[src/rtl/spart_pkg.sv]
// spart_pkg: shared SPART definitions for the receive and transmit paths.
// Receiver FSM state encoding, default oversample ratio, parity helper.
package spart_pkg;

    typedef enum logic [2:0] {
        IDLE,
        START,
        DATA,
        PARITY,
        STOP
    } spart_state_t;

    localparam int SPART_OVERSAMPLE = 16;

    // Parity bit that makes the frame's one-count even (odd=0) or odd (odd=1)
    function automatic logic parity_bit(
        input logic [8:0] data,
        input int         width,
        input logic       odd
    );
        logic p;
        p = odd;
        for (int i = 0; i < 9; i++) begin
            if (i < width) p ^= data[i];
        end
        return p;
    endfunction

endpackage

[src/rtl/spart_fifo.sv]
// spart_fifo: first-word-fall-through FIFO with occupancy count.
// Reports a dropped push when full and not popped in the same cycle.
module spart_fifo #(
    parameter int DATA_W = 8,
    parameter int DEPTH  = 8
) (
    input  logic                       clk,
    input  logic                       rst,
    input  logic                       push,
    input  logic [DATA_W-1:0]          wr_data,
    input  logic                       pop,
    output logic [DATA_W-1:0]          rd_data,
    output logic                       rda,
    output logic                       full,
    output logic [$clog2(DEPTH+1)-1:0] count,
    output logic                       drop
);

    localparam int PTR_W = $clog2(DEPTH);
    localparam int CNT_W = $clog2(DEPTH + 1);

    if ((DEPTH < 2) || ((DEPTH & (DEPTH - 1)) != 0)) begin : g_chk_depth
        $error("spart_fifo: DEPTH must be a power of two >= 2");
    end

    logic [DATA_W-1:0] mem [DEPTH];
    logic [PTR_W-1:0]  wr_ptr;
    logic [PTR_W-1:0]  rd_ptr;
    logic              do_push;
    logic              do_pop;

    assign rda     = (count != '0);
    assign full    = (count == CNT_W'(DEPTH));
    assign do_pop  = pop & rda;
    assign do_push = push & (~full | do_pop);
    assign drop    = push & full & ~do_pop;
    assign rd_data = rda ? mem[rd_ptr] : '0;

    // Storage only changes on an accepted push, so it needs no reset
    always_ff @(posedge clk) begin
        if (do_push) mem[wr_ptr] <= wr_data;
    end

    // Pointers wrap at DEPTH; occupancy tracks push/pop independently
    always_ff @(posedge clk) begin
        if (rst) begin
            wr_ptr <= '0;
            rd_ptr <= '0;
            count  <= '0;
        end else begin
            if (do_push) wr_ptr <= wr_ptr + 1'b1;
            if (do_pop)  rd_ptr <= rd_ptr + 1'b1;
            unique case ({do_push, do_pop})
                2'b10:   count <= count + 1'b1;
                2'b01:   count <= count - 1'b1;
                default: count <= count;
            endcase
        end
    end

endmodule

[src/rtl/spart_rx_fifo.sv]
// spart_rx_fifo: oversampling SPART receiver feeding a FWFT receive FIFO.
// Parity checking is built in when SPART_RX_PARITY_EN is defined.
module spart_rx_fifo
    import spart_pkg::*;
#(
    parameter int DATA_W     = 8,
    parameter int FIFO_DEPTH = 8,
    parameter int OVERSAMPLE = SPART_OVERSAMPLE,
    parameter int PARITY_ODD = 0
) (
    input  logic                            clk,
    input  logic                            rst,
    input  logic                            baud_en,
    input  logic                            rxd,
    input  logic                            rd_en,
    output logic [DATA_W-1:0]               rd_data,
    output logic                            rda,
    output logic                            full,
    output logic [$clog2(FIFO_DEPTH+1)-1:0] count,
    output logic                            frame_err,
    output logic                            overrun,
    output logic                            parity_err,
    input  logic                            clr_err
);

    localparam int CNT_W = $clog2(OVERSAMPLE);
    localparam int BIT_W = $clog2(DATA_W);

    localparam logic [CNT_W-1:0] HALF_M1  = CNT_W'(OVERSAMPLE / 2 - 1);
    localparam logic [CNT_W-1:0] FULL_M1  = CNT_W'(OVERSAMPLE - 1);
    localparam logic [BIT_W-1:0] LAST_BIT = BIT_W'(DATA_W - 1);

`ifdef SPART_RX_PARITY_EN
    localparam spart_state_t AFTER_DATA = PARITY;
`else
    localparam spart_state_t AFTER_DATA = STOP;
`endif

    if (DATA_W < 5 || DATA_W > 9) begin : g_chk_w
        $error("spart_rx_fifo: DATA_W must be 5..9");
    end
    if (OVERSAMPLE < 4 || (OVERSAMPLE % 2) != 0) begin : g_chk_os
        $error("spart_rx_fifo: OVERSAMPLE must be even and >= 4");
    end
    if (PARITY_ODD != 0 && PARITY_ODD != 1) begin : g_chk_par
        $error("spart_rx_fifo: PARITY_ODD must be 0 or 1");
    end

    logic [1:0]        sync_q;
    logic              rxd_s;
    spart_state_t      state_q;
    spart_state_t      state_d;
    logic [CNT_W-1:0]  cnt_q;
    logic [BIT_W-1:0]  bit_q;
    logic [DATA_W-1:0] shreg_q;
    logic              samp;
    logic              shift_en;
    logic              push;
    logic              frm_set;
    logic              drop;
    logic              par_pend_q;

    // Two-flop synchroniser; idle-high so reset does not look like a start bit
    always_ff @(posedge clk) begin
        if (rst) sync_q <= 2'b11;
        else     sync_q <= {sync_q[0], rxd};
    end

    assign rxd_s = sync_q[1];

    // Sample point: mid start bit in START, one full bit later elsewhere
    assign samp = baud_en &&
                  ((state_q == START) ? (cnt_q == HALF_M1)
                                      : (state_q != IDLE && cnt_q == FULL_M1));

    // FSM state register
    always_ff @(posedge clk) begin
        if (rst) state_q <= IDLE;
        else     state_q <= state_d;
    end

    // FSM next-state logic
    always_comb begin
        state_d = state_q;
        unique case (state_q)
            IDLE:    if (!rxd_s) state_d = START;
            START:   if (samp) state_d = rxd_s ? IDLE : DATA;
            DATA:    if (samp && bit_q == LAST_BIT) state_d = AFTER_DATA;
`ifdef SPART_RX_PARITY_EN
            PARITY:  if (samp) state_d = STOP;
`endif
            STOP:    if (samp) state_d = IDLE;
            default: state_d = IDLE;
        endcase
    end

    // FSM outputs: per-sample strobes for shift, push and error events
    always_comb begin
        shift_en = 1'b0;
        push     = 1'b0;
        frm_set  = 1'b0;
        if (samp) begin
            unique case (state_q)
                DATA: shift_en = 1'b1;
                STOP: begin
                    push    = rxd_s & ~par_pend_q;
                    frm_set = ~rxd_s;
                end
                default: ;
            endcase
        end
    end

    // Tick counter is held at zero while idle and restarts at each sample
    always_ff @(posedge clk) begin
        if (rst)                cnt_q <= '0;
        else if (state_q == IDLE) cnt_q <= '0;
        else if (baud_en)       cnt_q <= samp ? '0 : cnt_q + 1'b1;
    end

    // Data bit index, restarted for every frame in START
    always_ff @(posedge clk) begin
        if (rst)                   bit_q <= '0;
        else if (state_q == START) bit_q <= '0;
        else if (shift_en)         bit_q <= bit_q + 1'b1;
    end

    // LSB-first deserialiser; the final sample lands the LSB in bit 0
    always_ff @(posedge clk) begin
        if (rst)           shreg_q <= '0;
        else if (shift_en) shreg_q <= {rxd_s, shreg_q[DATA_W-1:1]};
    end

`ifdef SPART_RX_PARITY_EN
    logic par_set;

    assign par_set = samp && (state_q == STOP) && rxd_s && par_pend_q;

    // Hold a parity mismatch until the stop bit decides the frame's fate
    always_ff @(posedge clk) begin
        if (rst)
            par_pend_q <= 1'b0;
        else if (state_q == START)
            par_pend_q <= 1'b0;
        else if (samp && state_q == PARITY)
            par_pend_q <= (rxd_s != parity_bit(9'(shreg_q), DATA_W,
                                               (PARITY_ODD != 0)));
    end

    // Sticky parity flag; a new mismatch wins over a simultaneous clear
    always_ff @(posedge clk) begin
        if (rst) parity_err <= 1'b0;
        else     parity_err <= (parity_err & ~clr_err) | par_set;
    end
`else
    assign par_pend_q = 1'b0;
    assign parity_err = 1'b0;
`endif

    // Sticky frame/overrun flags; a new error wins over a simultaneous clear
    always_ff @(posedge clk) begin
        if (rst) begin
            frame_err <= 1'b0;
            overrun   <= 1'b0;
        end else begin
            frame_err <= (frame_err & ~clr_err) | frm_set;
            overrun   <= (overrun & ~clr_err) | drop;
        end
    end

    spart_fifo #(
        .DATA_W (DATA_W),
        .DEPTH  (FIFO_DEPTH)
    ) u_fifo (
        .clk     (clk),
        .rst     (rst),
        .push    (push),
        .wr_data (shreg_q),
        .pop     (rd_en),
        .rd_data (rd_data),
        .rda     (rda),
        .full    (full),
        .count   (count),
        .drop    (drop)
    );

endmodule

[config.mk]
export PLATFORM = sky130hd
export DESIGN_NAME = spart_rx_fifo
export DESIGN_NICKNAME = d
export VERILOG_FILES = /design/src/rtl/spart_pkg.sv /design/src/rtl/spart_fifo.sv /design/src/rtl/spart_rx_fifo.sv
export SDC_FILE = /design/constraint.sdc
export NUM_CORES = 1
export LEC_CHECK = 0
export ABC_AREA = 1
export BUFFER_PORTS_ARGS = -buffer_cell sky130_fd_sc_hd__buf_4
export CAP_MARGIN = 20
export CORE_UTILIZATION = 44
export DETAILED_ROUTE_END_ITERATION = 16
export GPL_ROUTABILITY_DRIVEN = 0
export SETUP_SLACK_MARGIN = 0.3
export SLEW_MARGIN = 20
export SYNTH_ARGS = -nofsm -noshare
export SYNTH_HDL_FRONTEND = slang
export SYNTH_SLANG_ARGS = --single-unit
[constraint.sdc]
create_clock -name clk -period 2.1 [get_ports clk]
set_input_delay 0.105 -clock clk [delete_from_list [all_inputs] [get_ports clk]]
set_output_delay 0.105 -clock clk [all_outputs]
set_load 0.05 [all_outputs]
### Word-level counts from Yosys, hierarchy flattened

Memories as Yosys holds them, arrays and structs flattened. A register that Yosys moved wholly into a read port is not among the register bits.
Cells that the tools add are included.

* bits in latches: 0
* memories: 1
* register bits after elaboration: 32
* input bits: 6
* ROM bits: 0
* RAM bits: 64

Memory list
* u_fifo.mem: depth 8, bits a word 8, rd ports 1, clocked after Yosys merged registers in 1, wr ports 1, RTL line spart_fifo.sv:26 `logic [DATA_W-1:0] mem [DEPTH];`

* reductions and logical operators: 10
* shift operators: 0
* bitwise logic cells: 13
* multiplexer cells: 20
* equal/unequal tests: 13
* $add $sub $neg: 6
* magnitude comparators: 0
* $mul: 0
* divide/modulo/power cells: 0

Operator list (count)
* 3-bit two-way mux: 6
* 3-bit case mux with 4 select lines: 1
* 3-bit by 1-bit adder with 3-bit output (second input constant): 3
* 1-bit two-way mux: 9
* 4-bit by 1-bit adder with 4-bit output (second input constant): 2
* 4-bit == test (second input constant): 2
* 8-bit two-way mux: 1
* 2-bit != test (second input constant): 4
* 4-bit case mux with 2 select lines: 1
* 1-bit AND: 6
* 3-bit == test (second input constant): 2
* 4-bit by 3-bit == test with 1-bit output (second input constant): 1
* 4-bit two-way mux: 1
* 1-bit inverter: 4
* 4-bit AND reduction: 1
* 4-bit nonzero test: 1
* 2-bit OR reduction: 2
* 4-bit by 1-bit subtractor with 4-bit output (second input constant): 1
* 3-bit by 1-bit == test with 1-bit output (second input constant): 1
* 3-bit by 2-bit == test with 1-bit output (second input constant): 1
* 1-bit logical AND: 3
* 3-bit logical NOT: 1
* 1-bit bitwise OR: 3
* 3-bit nonzero test: 1
* 4 further kinds: 4

### Depth between registers and ports, before layout

* depth in word-level cells: 8
* depth in mapped cells: 17
* mapped depth without buffers: 17

### Modules after synthesis

Synthesis repeated with hierarchy kept, for this count alone.

* cell total of the unflattened synthesis: 416
* area total of the unflattened synthesis: 4184.0 um^2

Modules (own cells, without submodules)
* spart_fifo: times used 1, area each 3209.3 um^2, cells an instance 287
* spart_rx_fifo: times used 1, area each 974.7 um^2, cells an instance 129

### Least setup slack after synthesis

OpenSTA, ideal clock, no wires.

* kind: register to register
* start point: register u_fifo.count[0]
* end point: memory u_fifo.mem[0][0], enable pin
* path buffers: 0
* clock period less this slack: 2679 ps
* arrival time: 2295 ps
* library setup time: 383 ps
* data required time: 1717 ps
* path slack: -579 ps
* cell stages (with the launch flop): 9
* cells stage by stage: dfxtp_1 nor2_1 nand2_2 nand2_2 nand2_1 inv_2 nor2_8 nand2_4 nor3_1

* longest elaborated chain between the ends: 6
* elaborated cells between the ends (all ways): 8
* those cells by class: eq/ne (1); mux (2); bitwise (4); reduce/logical (1)

Ends and longest elaborated chain
* start, declared: RTL line spart_fifo.sv:15 `output logic [$clog2(DEPTH+1)-1:0] count,`
* start signal, assigned: RTL line spart_fifo.sv:54 `2'b10: count <= count + 1'b1;`
* start signal, assigned: RTL line spart_fifo.sv:55 `2'b01: count <= count - 1'b1;`
* start signal, assigned: RTL line spart_fifo.sv:56 `default: count <= count;`
* 4-bit nonzero test: RTL line spart_fifo.sv:32 `assign rda = (count != '0);`
* named net rda: RTL line spart_rx_fifo.sv:17 `output logic rda,`
* 1-bit AND: RTL line spart_fifo.sv:34 `assign do_pop = pop & rda;`
* 1-bit bitwise OR: RTL line spart_fifo.sv:35 `assign do_push = push & (~full | do_pop);`
* 1-bit AND: RTL line spart_fifo.sv:35
* 1-bit two-way mux: RTL line spart_fifo.sv:41 `if (do_push) mem[wr_ptr] <= wr_data;`
* 1-bit two-way mux (implied by the code): RTL line spart_fifo.sv:41
* end, declared: RTL line spart_fifo.sv:26

The timed path passes the listed nets, and every way through them passes these cells.

### Final worst setup path

* start point: register cnt_q[1]
* end point: memory u_fifo.mem[0][0], enable pin

* longest elaborated chain between the ends: 8
* elaborated cells between the ends (all ways): 9
* those cells by class: eq/ne (2); mux (4); bitwise (1); reduce/logical (2)

Ends and longest elaborated chain
* start, declared: RTL line spart_rx_fifo.sv:53 `logic [CNT_W-1:0] cnt_q;`
* start signal, assigned: RTL line spart_rx_fifo.sv:118 `else if (baud_en) cnt_q <= samp ? '0 : cnt_q + 1'b1;`
* 4-bit == test: RTL line spart_rx_fifo.sv:74 `: (state_q != IDLE && cnt_q == FULL_M1));`
* 1-bit logical AND: RTL line spart_rx_fifo.sv:74
* 1-bit two-way mux *: RTL line spart_rx_fifo.sv:73 `((state_q == START) ? (cnt_q == HALF_M1)`
* 1-bit logical AND *: RTL line spart_rx_fifo.sv:72 `assign samp = baud_en &&`
* 1-bit two-way mux *: RTL line spart_rx_fifo.sv:102 `if (samp) begin`
* 1-bit AND *: RTL line spart_fifo.sv:35
* 1-bit two-way mux *: RTL line spart_fifo.sv:41
* 1-bit two-way mux (implied by the code) *: RTL line spart_fifo.sv:41

Mark *: on every way between the ends. The rest lies on a longest branch, timed or not.

==> results.sh <==
export IMPL_grt_pass1_wl_um=13600
export IMPL_slew_violations=0
export IMPL_slew_headroom_pct=66.3
export IMPL_seq_area_um2=2650
export IMPL_clkTransAtPathRegs_ps=100
export IMPL_total_power_mw=3.48
export IMPL_nets=464
export IMPL_worst_path_max_delay_cell="dfxtp_2"
export IMPL_wl_per_cell_um=14.8
export IMPL_path_cells="ha_4, nand2_4, nor2_4, nand2_4, nor2_8, nand2_4, buf_12, nor2_8, nand2_8, nor3_4, buf_12"
export IMPL_use_met1_pct=25.5
export IMPL_rsz0062_at_grt="yes"
export IMPL_root_buffer="clkbuf_8"
export IMPL_cts_sink_count=99
export IMPL_ios=23
export IMPL_cp_arrival_ps=2040
export IMPL_core_area_um2=9200
export IMPL_hold_ws_ps=51.9
export IMPL_hp_start="baud_en"
export IMPL_synthArstFlopShare_pct=0
export IMPL_p_leak_nw=1.85
export IMPL_cts_buffer_depth=2
export IMPL_synthCells=395
export IMPL_ir_drop_uv=413
export IMPL_maxCapViolations=0
export IMPL_start_util_pct=45.2
export IMPL_synth_top_area_share_pct=46.3
export IMPL_finalSetupViolations=0
export IMPL_r2r_start="cnt_q[1]"
export IMPL_dpl_cell_area_um2=4790
export IMPL_max_slew_worst_pin_slew_ps=505
export IMPL_crit_path_max_fanout=8
export IMPL_period_share_pct=93.7
export IMPL_postRouteAntennaNets=0
export IMPL_synth_seq_area_share_pct=63.2
export IMPL_max_stage_delay_ps=360
export IMPL_grt_max_degree=33
export IMPL_die_h_um=99.2
export IMPL_gr_usage_met2_pct=28.5
export IMPL_cp_common_cell="nand2_4"
export IMPL_synthTopCellsByArea="edfxtp_1 46%, dfxtp_1 17%, nor2_1 8.0%"
export IMPL_fillers=765
export IMPL_synth_edff_count=64
export IMPL_drt_iter0_drc=109
export IMPL_worstSetupStartpointType="flop"
export IMPL_status="complete, no violations"
export IMPL_clkPwrFrac_pct=39.8
export IMPL_vias=2924
export IMPL_setup_tns_final_ps=0
export IMPL_numCtsBuffers=9
export IMPL_track_usage_pct=18.0
export IMPL_skew_ps=12.9
export IMPL_area_delta_synth_final_pct=28.8
export IMPL_combPwrFrac_pct=1.4
export IMPL_critical_path_class="flop to flop"
export IMPL_final_area_um2=5350
export IMPL_final_min_clock_period_ps=1970
export IMPL_drt_first_pass_iters=4
export IMPL_drive_gt1_share_pct=33.2
export IMPL_top_usage_layer="met2"
export IMPL_dp_hpwl_um=5680
export IMPL_switching_share_pct=19.4
export IMPL_power_internal_mw=2.80
export IMPL_p_sw_mw=0.676
export IMPL_drt_drc_violations_left=0
export IMPL_synth_nets=409
export IMPL_end_kind="flop"
export IMPL_cp_startpoint="cnt_q[1]"
export IMPL_syn_area_per_cell_um2=10.5
export IMPL_ys_ff_latch=99
export IMPL_critical_path_required_ps=2170
export IMPL_hold_violations=0
export IMPL_die_w_um=99.2
export IMPL_fmax_mhz=508
export IMPL_hp_class="input pin to flop"
export IMPL_antenna_found_initial=0
export IMPL_n_antenna_cell=0
export IMPL_seqPwrFrac_pct=58.8
export IMPL_gr_total_overflow=0
export IMPL_insertion_delay_ps=350
export IMPL_multiInputGateArea_um2=1610
export IMPL_cts_tree="done"
export IMPL_post_route_util_pct=58.2
export IMPL_grt_pass1_vias=2731
export IMPL_rows=35
export IMPL_power_density_nw_per_um2=650
export IMPL_synth_ff_type="edfxtp_1"
export IMPL_via_per_inst=5.17
export IMPL_yosys_warnings=0
export IMPL_ctsHtreeMaxLevel=3
export IMPL_die_area_um2=9830
export IMPL_port_buffers=21
export IMPL_mappedNetlistArea_um2=4150
export IMPL_synth_cell_type_count=34
export IMPL_globalRouteMet3Util_pct=2.32
export IMPL_netlist_top_cell_by_area="edfxtp_1"
export IMPL_totalWireLength_um=8400
==> worst paths after layout <==
kind                 endpoint  slack, ps  cells after the start
max          u_fifo.mem[0][0]        130                     11
min                  cnt_q[1]         50                      3
max reg2reg  u_fifo.mem[0][0]        130                     11
min reg2reg         sync_q[1]        420                      1
==> area by class of cell <==
cell class	instances	area share [%]
flip-flops and latches	99	49.5
multi-input cells	252	30.1
repair buffers	58	11.0
clock buffers	13	3.58
well taps	111	2.60
inverters	29	2.25
clock inverters	3	0.889
repair inverters	1	0.0936
==> timing repair <==
action,4_1_cts,5_1_grt
setup buffers,12,2
pin swaps,6,3
resized for setup,30,20
hold buffers,3,0
setup endpoints to repair,75,78
hold endpoints to repair,8,0
gates cloned,1,0
==> worst max-delay path: cells and delay by family, from the launching register on <==
family / cells / cell delay [ps]
buf+inv: 2 / 290
fa+ha+maj: 1 / 150
simple gates: 8 / 880
flops: 1 / 360
==> through the flow <==
step,worst slack [ps],std cells
3_5_place_dp,69.8,532
4_1_cts,132,564
3_3_place_gp,111,532
6_report,132,566
2_1_floorplan,108,395
5_1_grt,4.09,566
==> kinds of logic after synthesis <==
logic type,count (synthesis),share of synthesized area (%)
AND/OR/NAND/NOR,167,19.1
flip-flops,99,63.2
AO/OA/AOI/OAI,75,10.7
buffers and inverters,44,4.19
adder cells (fa/ha/maj),8,2.59
XOR/XNOR,1,0.211
other,1,0.0903
==> state kept, by name (all words and copies together), names as in the netlist, 2 cells and up, named ones only <==
name	flops
u_fifo.mem	64
u_fifo.rd_ptr	3
u_fifo.count	4
sync_q	2
shreg_q	8
u_fifo.wr_ptr	3
cnt_q	4
bit_q	3
state_q	3
==> cells in the mapped netlist (5+ instances only) <==
cell       n
ha_1       7
o21ai_0   35
inv_2      8
nor2_1    88
nand2_4    5
dfxtp_1   35
clkbuf_1  12
nand2_1   27
edfxtp_1  64
inv_1     21
nor3_1    12
o32ai_1   16
a21oi_1   19
or2_2      5
nand3_1   14
==> power groups by stage <==
| stage | Sequential, mW | Combinational (mW) | Clock, mW |
|---|---|---|---|
| 4_1_cts | 2.04 | 0.0488 | 1.41 |
| 2_1_floorplan | 2.09 | 0.0284 | 0 |
| 5_1_grt | 2.05 | 0.0533 | 1.48 |
| 6_report | 2.04 | 0.0493 | 1.38 |
| 3_3_place_gp | 2.09 | 0.0424 | 0 |
| 3_5_place_dp | 2.09 | 0.0425 | 0 |
==> routing by layer <==
metal	up-vias	share of wire (%)
met5	-	0
met4	0	1.5
met3	9	2.1
met2	30	49
met1	1397	48
li1	1488	-
==> cell usage in the layout (no fill, tap or decap), types with 4 or more instances in the layout <==
cell	count
inv_4	4
ha_1	5
nor3_1	4
buf_6	9
dfxtp_1	25
buf_12	9
o32ai_1	13
nand2_2	7
inv_2	7
dfxtp_2	6
clkbuf_8	10
nand2_1	22
nand2_4	5
dfxtp_4	4
nor2_2	12
inv_1	18
nand3_2	5
o21ai_1	8
nand3_1	10
or2_2	5
nor3_4	8
o21ai_0	28
nor2_1	77
a21oi_1	19
edfxtp_1	64
buf_4	37
Note: power is estimated with default switching activity, not from simulation.
